<file path="config.mk">
export PLATFORM = sky130hd
export DESIGN_NAME = apb_slave_responder
export DESIGN_NICKNAME = d
export VERILOG_FILES = /design/src/rtl/apb_slave_responder.sv
export SDC_FILE = /design/constraint.sdc
export NUM_CORES = 1
export LEC_CHECK = 0
export BUFFER_PORTS_ARGS = -buffer_cell sky130_fd_sc_hd__buf_4
export CAP_MARGIN = 20
export CORE_MARGIN = 2
export CORE_UTILIZATION = 45
export DETAILED_ROUTE_END_ITERATION = 10
export PLACE_DENSITY_LB_ADDON = 0.1
export SETUP_SLACK_MARGIN = 0.15
export SLEW_MARGIN = 20
export SYNTH_ARGS = -nofsm -noshare
export SYNTH_HDL_FRONTEND = slang
export SYNTH_SLANG_ARGS = --single-unit
</file>
<file path="constraint.sdc">
create_clock -name pclk -period 2.9 [get_ports pclk]
set_input_delay 0.145 -clock pclk [delete_from_list [all_inputs] [get_ports pclk]]
set_output_delay 0.145 -clock pclk [all_outputs]
set_load 0.1 [all_outputs]
</file>
<file path="src/rtl/apb_slave_responder.sv">
// APB completer: byte-strobed register file, programmable wait states, transfer counter.
// Define APB_SLAVE_RESPONDER_ERR_EN to flag out-of-range word indices with pslverr.
module apb_slave_responder #(
    parameter int ADDR_WIDTH  = 8,
    parameter int DATA_WIDTH  = 32,
    parameter int DEPTH       = 16,
    parameter int WAIT_CYCLES = 2
) (
    input  logic                      pclk,
    input  logic                      preset,
    input  logic                      psel,
    input  logic                      penable,
    input  logic                      pwrite,
    input  logic [ADDR_WIDTH-1:0]     paddr,
    input  logic [DATA_WIDTH-1:0]     pwdata,
    input  logic [DATA_WIDTH/8-1:0]   pstrb,
    output logic [DATA_WIDTH-1:0]     prdata,
    output logic                      pready,
    output logic                      pslverr,
    output logic [15:0]               xfer_count
);

    localparam int BYTES = DATA_WIDTH / 8;
    localparam int OFF   = $clog2(BYTES);
    localparam int IW    = $clog2(DEPTH);

    typedef enum logic [1:0] {
        S_IDLE,
        S_WAIT,
        S_RESP
    } state_e;

    state_e                  state_q, state_d;
    logic [3:0]              cnt_q, cnt_d;
    logic [DATA_WIDTH-1:0]   prdata_q;
    logic                    err_q;
    logic [15:0]             xfer_q;
    logic [DATA_WIDTH-1:0]   mem_q [DEPTH];

    logic [ADDR_WIDTH-1:0]   word_full;
    logic [IW-1:0]           idx;
    logic                    addr_err;
    logic                    done;
    logic                    wr_en;

    assign word_full = paddr >> OFF;
    assign idx       = word_full[IW-1:0];

`ifdef APB_SLAVE_RESPONDER_ERR_EN
    assign addr_err = (word_full >> IW) != '0;
`else
    // Out-of-range indices alias onto the register file.
    logic unused_word;
    assign addr_err    = 1'b0;
    assign unused_word = ^word_full;
`endif

    assign done  = (state_q == S_RESP) && psel && penable;
    assign wr_en = done && pwrite && !addr_err;

    always_comb begin
        state_d = state_q;
        cnt_d   = cnt_q;
        unique case (state_q)
            S_IDLE: begin
                if (psel && !penable) begin
                    cnt_d = 4'(WAIT_CYCLES);
                    if (WAIT_CYCLES == 0) begin
                        state_d = S_RESP;
                    end else begin
                        state_d = S_WAIT;
                    end
                end
            end
            S_WAIT: begin
                if (!psel) begin
                    state_d = S_IDLE;
                end else if (cnt_q == 4'd1) begin
                    state_d = S_RESP;
                end else begin
                    cnt_d = cnt_q - 4'd1;
                end
            end
            S_RESP: begin
                state_d = S_IDLE;
            end
            default: begin
                state_d = S_IDLE;
            end
        endcase
    end

    always_ff @(posedge pclk) begin
        if (preset) begin
            state_q  <= S_IDLE;
            cnt_q    <= '0;
            prdata_q <= '0;
            err_q    <= 1'b0;
            xfer_q   <= '0;
        end else begin
            state_q <= state_d;
            cnt_q   <= cnt_d;
            if (state_d == S_RESP) begin
                prdata_q <= (!pwrite && !addr_err) ? mem_q[idx] : '0;
                err_q    <= addr_err;
            end
            if (done) begin
                xfer_q <= xfer_q + 16'd1;
            end
        end
    end

    always_ff @(posedge pclk) begin
        if (preset) begin
            for (int i = 0; i < DEPTH; i++) begin
                mem_q[i] <= '0;
            end
        end else if (wr_en) begin
            for (int b = 0; b < BYTES; b++) begin
                if (pstrb[b]) begin
                    mem_q[idx][b*8 +: 8] <= pwdata[b*8 +: 8];
                end
            end
        end
    end

    assign pready     = (state_q == S_RESP);
    assign pslverr    = (state_q == S_RESP) && err_q;
    assign prdata     = prdata_q;
    assign xfer_count = xfer_q;

endmodule

</file>
==> results.py, run 1 <==
metrics = {
    "floorplanning": {
        "core-area_um2": 57700,
        "initial_utilization": 0.454,
        "core.rowCount": 88,
        "ioPinCount": 99,
        "die_w_um": 245,
        "die_y_um": 245,
        "die_area_um2": 60200,
    },
    "hold_path": {
        "hp-class": "in -> reg",
        "hp-start": "paddr[2]",
        "worstHoldEndpoint": "prdata[25]",
        "min_path_cells": 3,
    },
    "worst_setup_path": {
        "cp_data_arrival_time_ns": 2.98,
        "max_stage_delay_ns": 0.65,
        "worstSetupPathType": "reg -> reg",
        "end_kind": "flop",
        "cp_slowest_cell": "and4b_1",
        "critPathTopFamily": "simple AND/OR/NAND/NOR gates",
        "reg2regPathDepth": 5,
        "r2r-start": "state_q[1]",
        "start_kind": "flop",
        "cp_cell_sequence": "and4b_1 > nand3_1 > buf_4 > nor2_1 > and2_1",
        "r2r-end": "mem_q[13][14]",
        "crit_fanout": 24,
        "crit_required_ns": 3.37,
        "r2r_slack_ns": 0.39,
        "path_buf_inv": 1,
    },
    "timing": {
        "drv_slew": 0,
        "hold_violations": 0,
        "maxSlewHeadroom": 0.473,
        "setup_viol": 0,
        "rsz0062_at_grt": "false",
        "fmax_mhz": 399,
        "tightestPinTransition_ns": 0.788,
        "skew_ns": 0.0165,
        "fin_crit_ns": 2.51,
        "tns_ns": 0,
        "min_period_over_period": 0.864,
    },
    "clocking": {
        "cts_buffer_depth": 3,
        "cts_buffers": 59,
        "cts_resized": 0,
        "htree_levels": 2,
        "cts_tree": "built",
        "clk_pin_slew_ns": 0.06,
        "cts-root-buf": "clkbuf_16",
        "clkSinkCount": 566,
        "clk_latency_ns": 0.62,
    },
    "logic_synthesis": {
        "ys_async_sr_fraction": 0,
        "synth-main-ff-cell": "edfxtp_1",
        "synth_top_cell_by_area": "edfxtp_1",
        "synth_top_area_share": 0.586,
        "ys_seq_area_frac": 0.628,
        "syn_inst": 1773,
        "syn_avg_cell_area_um2": 14.8,
        "synth_commonest_cells": "and2_1 (513), edfxtp_1 (512), o21ai_0 (99), nor2_1 (83), mux4_1 (67)",
        "yosysWarnings": 0,
        "synth_edf_count": 512,
        "synth_nets": 1825,
        "synthMostInstantiatedCell": "and2_1",
        "synth_area_um2": 26200,
        "synth_top_cells_by_area": "edfxtp_1 (59%), and2_1 (12%), mux4_1 (6.7%), mux4_2 (5.2%), dfxtp_1 (4.1%)",
        "yosys_register_bits": 566,
        "synth_cell_types": 52,
    },
    "finish": {
        "n_antenna_cell": 0,
        "drive_above_1_share": 0.194,
        "final_nets": 2013,
        "synthToLayoutAreaGrowth_pct": 15.6,
    },
    "power": {
        "power.leakage_nw": 11.7,
        "p_per_area_nw_per_um2": 575,
        "finalPower_mw": 17.4,
        "ir_drop_mv": 0.405,
    },
    "grt": {
        "grt.total_usage": 0.226,
        "antenna_found_initial": 2,
        "grt-ovfl-total": 0,
        "grt_pass1_vias": 15600,
        "grt_pass1_wl_um": 98800,
        "grt_max_degree": 68,
    },
    "placed_design": {
        "io_buffers": 93,
        "dp_hpwl_um": 41900,
        "gp_congestion": 0.754,
    },
    "routing": {
        "wl_um": 66600,
        "vias": 15200,
        "first_pass_iters": 5,
        "drt_iter0_drc": 1225,
        "ant_nets": 0,
        "drc": 0,
        "wl_per_cell_um": 24.0,
        "drt-vias-per-instance": 5.47,
    },
    "flow_run": {
        "maxCapViolations": 0,
    },
    "run_status": {
        "outcome": "finished, final reports clean",
    },
}
## cell type report
class	count	area [µm²]
inverter	6	22.5
clock buffer	95	1710
sequential	566	16500
tap	765	957
clock inverter	15	90.1
fill	4890	27400
multi-input combinational	1083	9070
timing repair buffer	245	1980
## power breakdown
part | internal (mW) | switching (mW)
registers | 9.10 | 0.0620
clock network | 4.10 | 3.05
logic | 0.449 | 0.660
## registers in the layout (all words and copies together) (netlist names)
| signal | count |
|---|---|
| cnt_q | 4 |
| prdata | 32 |
| mem_q | 512 |
| xfer_count | 16 |
| state_q | 2 |
## metal layers
metal  up-vias  track usage  wire (µm)
met5         -            0         14
met4         2       0.0772       2240
met3       111       0.0368       3270
met2       348        0.381      33200
met1      7711        0.298      27900
li1       7014            -          -
## how the worst max path moves through the flow
stage	startpoint	end	slack (ns)	cells past startpoint
after floorplan	xfer_count[3]	xfer_count[13]	0.51	4
after global placement	state_q[1]	mem_q[9][10]	0.48	5
after detailed placement	state_q[1]	mem_q[9][9]	0.44	5
after CTS	state_q[1]	mem_q[9][9]	0.42	5
after global routing	state_q[1]	mem_q[13][10]	0.28	5
final	state_q[1]	mem_q[13][14]	0.39	5
## timing repair
action	in CTS	in global routing
setup endpoints to repair	0	0
hold endpoints to repair	515	0
setup buffers	0	0
hold buffers	34	0
## cells in the final DEF (no fill, tap or decap), drive strengths merged, types with 27 or more instances in the layout
cell	netlist	routed
edfxtp	512	512
nand4	41	41
mux2	35	35
o21ai	99	99
a21oi	37	37
dlygate4sd3	2	34
buf	54	211
clkbuf	57	95
dfxtp	54	54
and2	513	513
mux4	128	128
and2b	27	27
nor2	83	83
a211o	32	32
## stage by stage
| stage | hold slack, ns | instance area (µm²) | std cells | setup slack (ns) | util |
|---|---|---|---|---|---|
| detailed placement | 0.501 | 28100 | 2631 | 0.436 | 0.488 |
| global route | 0.102 | 30300 | 2775 | 0.281 | 0.525 |
| finish | 0.105 | 30300 | 2775 | 0.394 | 0.525 |
| floorplan | 0.333 | 26200 | 1773 | 0.515 | - |
| CTS | 0.0708 | 30300 | 2775 | 0.425 | 0.525 |
| global placement | 0.479 | 28100 | 2631 | 0.478 | 0.488 |
## worst reg2reg max path, delay by kind of cell (launching register included)
family,cells,cell delay [ns]
flip-flops,1,0.46
AND/OR/NAND/NOR,4,1.64
buffers and inverters,1,0.27
## logic make-up (layout without fill, tap and decap cells)
family | after synthesis | in the layout | synth area share
AO/OA/AOI/OAI | 171 | 171 | 0.0377
XOR/XNOR | 11 | 11 | 0.00367
adder cells (fa/ha/maj) | 3 | 3 | 0.00143
buffers and inverters | 124 | 361 | 0.0266
flip-flops | 566 | 566 | 0.628
multiplexers | 163 | 163 | 0.135
other | 1 | 1 | 0.000143
AND/OR/NAND/NOR | 734 | 734 | 0.168
Power figures use the tool's default switching activity.
==> run 2: changes to the inputs <==
--- a/config.mk
+++ b/config.mk
@@ -5,6 +5,7 @@
 export SDC_FILE = /design/constraint.sdc
 export NUM_CORES = 1
 export LEC_CHECK = 0
+export ABC_AREA = 1
 export BUFFER_PORTS_ARGS = -buffer_cell sky130_fd_sc_hd__buf_4
 export CAP_MARGIN = 20
 export CORE_MARGIN = 2
==> run 2 against run 1 <==
  * Flip-flop and latch count stayed put
  * Utilization is 0.17 points lower
  * Sequential power hardly changed
  * Clock skew is 0.0077 ns higher
  * Maximum frequency is 1.8% higher
  * Non-clock buffer count is 68 lower
  * Worst hold slack worse by 0.062 ns
  * Critical path depth is 1 higher
  * Count of clock-buffer cells in the layout is 18 lower
  * Global-route usage is 1.1 points higher
  * Clock power is 8.8% higher
  * Critical endpoint is now mem_q[11][21]
  * Largest cell class unchanged
  * Cell count is 40% higher
  * Largest power group unchanged
==> results.py, run 2 <==
metrics = {
    "power": {
        "p_switching_mw": 4.19,
        "seq_power_share": 0.507,
        "finalPower_mw": 18.1,
        "p_per_area_nw_per_um2": 610,
        "comb_power_share": 0.065,
        "swShare": 0.232,
        "power.leakage_nw": 13.4,
        "ir_drop_mv": 0.546,
        "p_int_mw": 13.9,
        "clkPwrFrac": 0.429,
    },
    "routing": {
        "drt-vias-per-instance": 5.08,
        "ant_nets": 0,
        "wl_per_cell_um": 17.9,
        "drt_iter0_drc": 1733,
        "first_pass_iters": 6,
        "wl_um": 69800,
        "vias": 19800,
        "drc": 0,
    },
    "worst_setup_path": {
        "crit_fanout": 14,
        "cp-startpoint": "state_q[1]",
        "r2r-start": "state_q[1]",
        "max_stage_delay_ns": 0.53,
        "cp_data_arrival_time_ns": 2.76,
        "crit_required_ns": 3.20,
        "end_kind": "flop",
        "cp_cell_sequence": "inv_1 > nor3_4 > nand3_4 > nor2_4 > nand2_1 > nand2_1",
        "reg2regPathDepth": 6,
        "worstSetupPathType": "reg -> reg",
        "cp_slowest_cell": "nor2_4",
        "critical_path.most_common_cell": "nand2_1",
        "start_kind": "flop",
    },
    "floorplanning": {
        "initial_utilization": 0.457,
        "ioPinCount": 99,
        "core.rowCount": 87,
        "die_y_um": 244,
        "die_area_um2": 59600,
        "die_w_um": 244,
        "core-area_um2": 56700,
    },
    "timing": {
        "maxSlewHeadroom": 0.295,
        "fin_crit_ns": 2.46,
        "setup_slack_ns": 0.438,
        "skew_ns": 0.0242,
        "fmax_mhz": 406,
        "tns_ns": 0,
        "hold_violations": 0,
        "drv_slew": 0,
        "min_period_over_period": 0.849,
        "hold_slack_ns": 0.0435,
        "rsz0062_at_grt": "false",
        "tightestPinTransition_ns": 1.06,
        "setup_viol": 0,
    },
    "clocking": {
        "clk_latency_ns": 0.63,
        "cts-root-buf": "clkbuf_16",
        "clk_pin_slew_ns": 0.06,
        "cts_resized": 0,
        "htree_levels": 2,
        "cts_tree": "built",
        "postCtsSetupBuffers": 0,
        "cts_buffers": 60,
        "cts_hold_buf": 2,
        "cts_buffer_depth": 3,
        "clkSinkCount": 566,
    },
    "run_status": {
        "outcome": "finished, final reports clean",
    },
    "finish": {
        "regMostFlops": "mem_q",
        "n_antenna_cell": 0,
        "final_nets": 3137,
        "synthToLayoutAreaGrowth_pct": 14.5,
        "largest_register_ffs": 512,
        "mostFrequentLayoutCell": "nand2_1",
        "layout_common_cells": "nand2_1 (1,518), nor2_1 (554), edfxtp_1 (512), buf_4 (167), inv_1 (64)",
        "drive_above_1_share": 0.0940,
    },
    "logic_synthesis": {
        "yosys_register_bits": 566,
        "synthMostInstantiatedCell": "nand2_1",
        "ys_seq_area_frac": 0.635,
        "syn_inst": 3000,
        "synth-main-ff-cell": "edfxtp_1",
        "synth_cell_types": 28,
        "synth_commonest_cells": "nand2_1 (1,518), nor2_1 (558), edfxtp_1 (512), clkbuf_1 (112), inv_1 (66)",
        "synth_area_um2": 25900,
        "yosysWarnings": 0,
        "ys_async_sr_fraction": 0,
        "synth_top_cells_by_area": "edfxtp_1 (59%), nand2_1 (22%), nor2_1 (8.1%), dfxtp_1 (4.2%), clkbuf_1 (1.6%)",
        "synth_top_cell_by_area": "edfxtp_1",
        "synth_nets": 3052,
        "syn_avg_cell_area_um2": 8.64,
        "synth_edf_count": 512,
        "synth_top_area_share": 0.593,
    },
    "placed_design": {
        "dp_hpwl_um": 43800,
        "io_buffers": 93,
        "post-place-ws_ns": 0.392,
        "gp_congestion": 0.833,
    },
    "hold_path": {
        "hp-start": "pwrite",
        "min_path_cells": 5,
        "hp-class": "in -> reg",
    },
    "grt": {
        "antenna_found_initial": 0,
        "grt-ovfl-total": 0,
        "met3_usage": 0.0354,
        "grt.total_usage": 0.237,
        "grt_pass1_vias": 19500,
        "grt_busiest_layer": "met2",
        "grt_max_degree": 129,
        "grt_pass1_wl_um": 109000,
        "grtUsageMet2": 0.407,
        "grt_util_met1": 0.311,
    },
    "flow_run": {
        "maxCapViolations": 0,
    },
}
run 2: cell types whose count changed in the layout (fill, tap and decap cells not counted), sizes merged, moves of 61 or more:
cell   change
o21ai     -61
inv       +63
mux4     -128
nor2     +479
and2     -513
nand2   +1522
run 2: logic make-up after synthesis:
kind of cell               synth area share
AOI/OAI and AO/OA                    0.0171
buffers and inverters                0.0340
DFF                                   0.635
other                              0.000145
adders and majority gates           0.00145
and+or+nand+nor                       0.312
xor gates and xnor gates           0.000338
run 2: layout make-up:
cell class	instances	area, µm²
Fill cell	5304	27000
Sequential cell	566	16500
Multi-Input combinational cell	2213	8610
Clock buffer	77	1620
Timing Repair Buffer	177	1430
Tap cell	756	946
Clock inverter	37	359
Inverter	67	263
run 2: power by group through the flow:
stage / Clock, mW / Combinational (mW) / Sequential [mW]
after floorplan: 0 / 0.750 / 9.33
after global placement: 0 / 1.16 / 9.34
after detailed placement: 0 / 1.17 / 9.35
after CTS: 7.87 / 1.18 / 9.17
after global routing: 8.15 / 1.31 / 9.19
final: 7.77 / 1.17 / 9.17
run 2: worst max-delay path: cells and delay by family (launching register included):
kind / cells / cell delay, ns
simple gates: 5 / 1.70
flops: 1 / 0.32
buf+inv: 1 / 0.09
run 2: path summary, 6_finish.rpt:
kind                            slack (ns)            end
worst max-delay path                  0.44  mem_q[11][21]
worst min-delay path                  0.04     prdata[18]
worst max register to register        0.44  mem_q[11][21]
worst min register to register        0.47      prdata[8]
run 2: per-stage QoR:
| step | cell area, µm² | util | cells |
|---|---|---|---|
| after detailed placement | 27700 | 0.488 | 3777 |
| after floorplan | 25900 | - | 3000 |
| after global placement | 27700 | 0.488 | 3777 |
| after CTS | 29700 | 0.523 | 3893 |
| final | 29700 | 0.523 | 3893 |
| after global routing | 29700 | 0.523 | 3893 |
run 2: metal layers:
metal,up-vias,share of wire
li1,9683,-
met1,9427,0.43
met2,544,0.49
met3,104,0.061
met4,0,0.025
met5,-,0
==> run 3: changes to the inputs <==
==> constraint.sdc (replaced) <==
create_clock -name pclk -period 2.2 [get_ports pclk]
set_input_delay 0.11 -clock pclk [delete_from_list [all_inputs] [get_ports pclk]]
set_output_delay 0.11 -clock pclk [all_outputs]
set_load 0.1 [all_outputs]
==> run 3 against run 2 <==
  * Combinational power rose by 40%
  * Setup slack worse by 0.25 ns
  * Register-to-register slack got worse by 0.18 ns
  * Die area did not move
  * Routed wire length is 1.5% lower
  * Sequential power up 32%
  * Final area increased by 2.8%
  * Sequential share of layout area decreased by 1.5 points
  * Clock skew fell by 0.0069 ns
  * Critical path type is now in -> reg
  * Critical endpoint is now cnt_q[0]
==> results.py, run 3 (synthesis gave the netlist of run 2 again) <==
metrics = {
    "routing": {
        "drc": 0,
        "wl_per_cell_um": 17.4,
        "wl_um": 68800,
        "vias": 19900,
        "drt-vias-per-instance": 5.03,
        "drt_iter0_drc": 1355,
        "first_pass_iters": 5,
        "ant_nets": 0,
    },
    "finish": {
        "n_antenna_cell": 0,
        "final_nets": 3210,
        "regMostFlops": "mem_q",
        "nFillCells": 5325,
        "layout_common_cells": "nand2_1 (1,471), nor2_1 (553), edfxtp_1 (512), buf_4 (225), nand2_2 (66)",
        "largest_register_ffs": 512,
        "regArea_um2": 16500,
        "multi_input_area_um2": 8740,
        "final_core_util": 0.538,
        "design_area_um2": 30500,
        "drive_above_1_share": 0.130,
        "mostFrequentLayoutCell": "nand2_1",
        "synthToLayoutAreaGrowth_pct": 17.7,
    },
    "timing": {
        "rsz0062_at_grt": "true",
        "hold_violations": 0,
        "tns_ns": 0,
        "skew_ns": 0.0173,
        "fin_crit_ns": 2.01,
        "min_period_over_period": 0.915,
        "maxSlewHeadroom": 0.449,
        "fmax_mhz": 497,
        "setup_slack_ns": 0.186,
        "tightestPinTransition_ns": 0.826,
        "setup_viol": 0,
        "drv_slew": 0,
        "hold_slack_ns": 0.119,
    },
    "clocking": {
        "cts_buffers": 59,
        "htree_levels": 2,
        "clkSinkCount": 566,
        "cts_tree": "built",
        "cts-root-buf": "clkbuf_16",
        "clk_latency_ns": 0.63,
        "cts_buffer_depth": 3,
        "clk_pin_slew_ns": 0.06,
    },
    "grt": {
        "grt_max_degree": 97,
        "grtUsageMet2": 0.390,
        "met3_usage": 0.0383,
        "grt_pass1_vias": 19600,
        "grt-ovfl-total": 0,
        "antenna_found_initial": 0,
        "grt_pass1_wl_um": 107000,
        "grt_util_met1": 0.300,
        "grt.total_usage": 0.233,
        "grt_busiest_layer": "met2",
    },
    "floorplanning": {
        "die_area_um2": 59600,
        "core.rowCount": 87,
        "core-area_um2": 56700,
        "initial_utilization": 0.457,
        "die_y_um": 244,
        "ioPinCount": 99,
        "die_w_um": 244,
    },
    "worst_setup_path": {
        "cp_data_arrival_time_ns": 2.52,
        "crit_required_ns": 2.71,
        "crit_fanout": 7,
        "start_kind": "input port",
        "worstSetupPathType": "in -> reg",
        "end_kind": "flop",
    },
    "placed_design": {
        "io_buffers": 93,
        "gp_congestion": 0.839,
        "dp_hpwl_um": 45500,
        "post-place-ws_ns": 0.158,
        "post_dp_cell_area_um2": 28400,
    },
    "power": {
        "ir_drop_mv": 0.599,
        "p_per_area_nw_per_um2": 781,
        "power.leakage_nw": 13.8,
    },
    "run_status": {
        "outcome": "finished, final reports clean",
    },
    "flow_run": {
        "maxCapViolations": 0,
    },
    "hold_path": {
        "hp-class": "in -> reg",
    },
}
run 3: report_power, final:
group | leakage, nW | switching [mW] | internal [mW]
clock | 0.934 | 4.18 | 5.93
combinational | 7.11 | 1.20 | 0.437
sequential | 5.74 | 0.0893 | 12.0
run 3: final cells by class:
cell class                      count  share of cell area
Sequential cell                   566               0.539
Clock buffer                       75              0.0510
Timing Repair Buffer              251              0.0706
Clock inverter                     36              0.0130
Inverter                           67             0.00861
Multi-Input combinational cell   2213               0.287
Tap cell                          756              0.0310
run 3: layer usage:
layer / vias to the layer above / wire [µm]
met4: 0 / 2810
met2: 504 / 32600
met5: - / 0
li1: 9836 / -
met1: 9459 / 29400
met3: 149 / 3970
run 3: path summary, 6_finish.rpt:
check	cells past startpoint	endpoint	slack, ns	startpoint
worst max-delay path	10	cnt_q[0]	0.19	penable
worst min-delay path	3	mem_q[7][1]	0.12	pwdata[1]
worst max register to register	7	mem_q[0][27]	0.26	state_q[1]
worst min register to register	2	prdata[11]	0.46	prdata[11]
run 3: worst max-delay path: stages:
cell           delay [ns]
dlygate4sd3_1        0.55
buf_4                0.15
nor2_1               0.13
dlygate4sd3_1        0.56
nand3_1              0.10
nand2_2              0.16
inv_1                0.09
nand2_1              0.06
a21oi_1              0.06
dlygate4sd3_1        0.55
run 3: repair_timing:
| item | in CTS | in global routing |
|---|---|---|
| hold endpoints to repair | 6 | 0 |
| hold buffers | 5 | 0 |
| buffers inserted | 0 | 0 |
| gates resized for setup | 0 | 47 |
| setup endpoints to repair | 0 | 361 |
run 3: through the flow:
step,power [mW],instances
2_1_floorplan,13.3,3000
3_3_place_gp,13.9,3848
3_5_place_dp,13.9,3848
4_1_cts,24.0,3964
5_1_grt,24.6,3964
6_report,23.8,3964
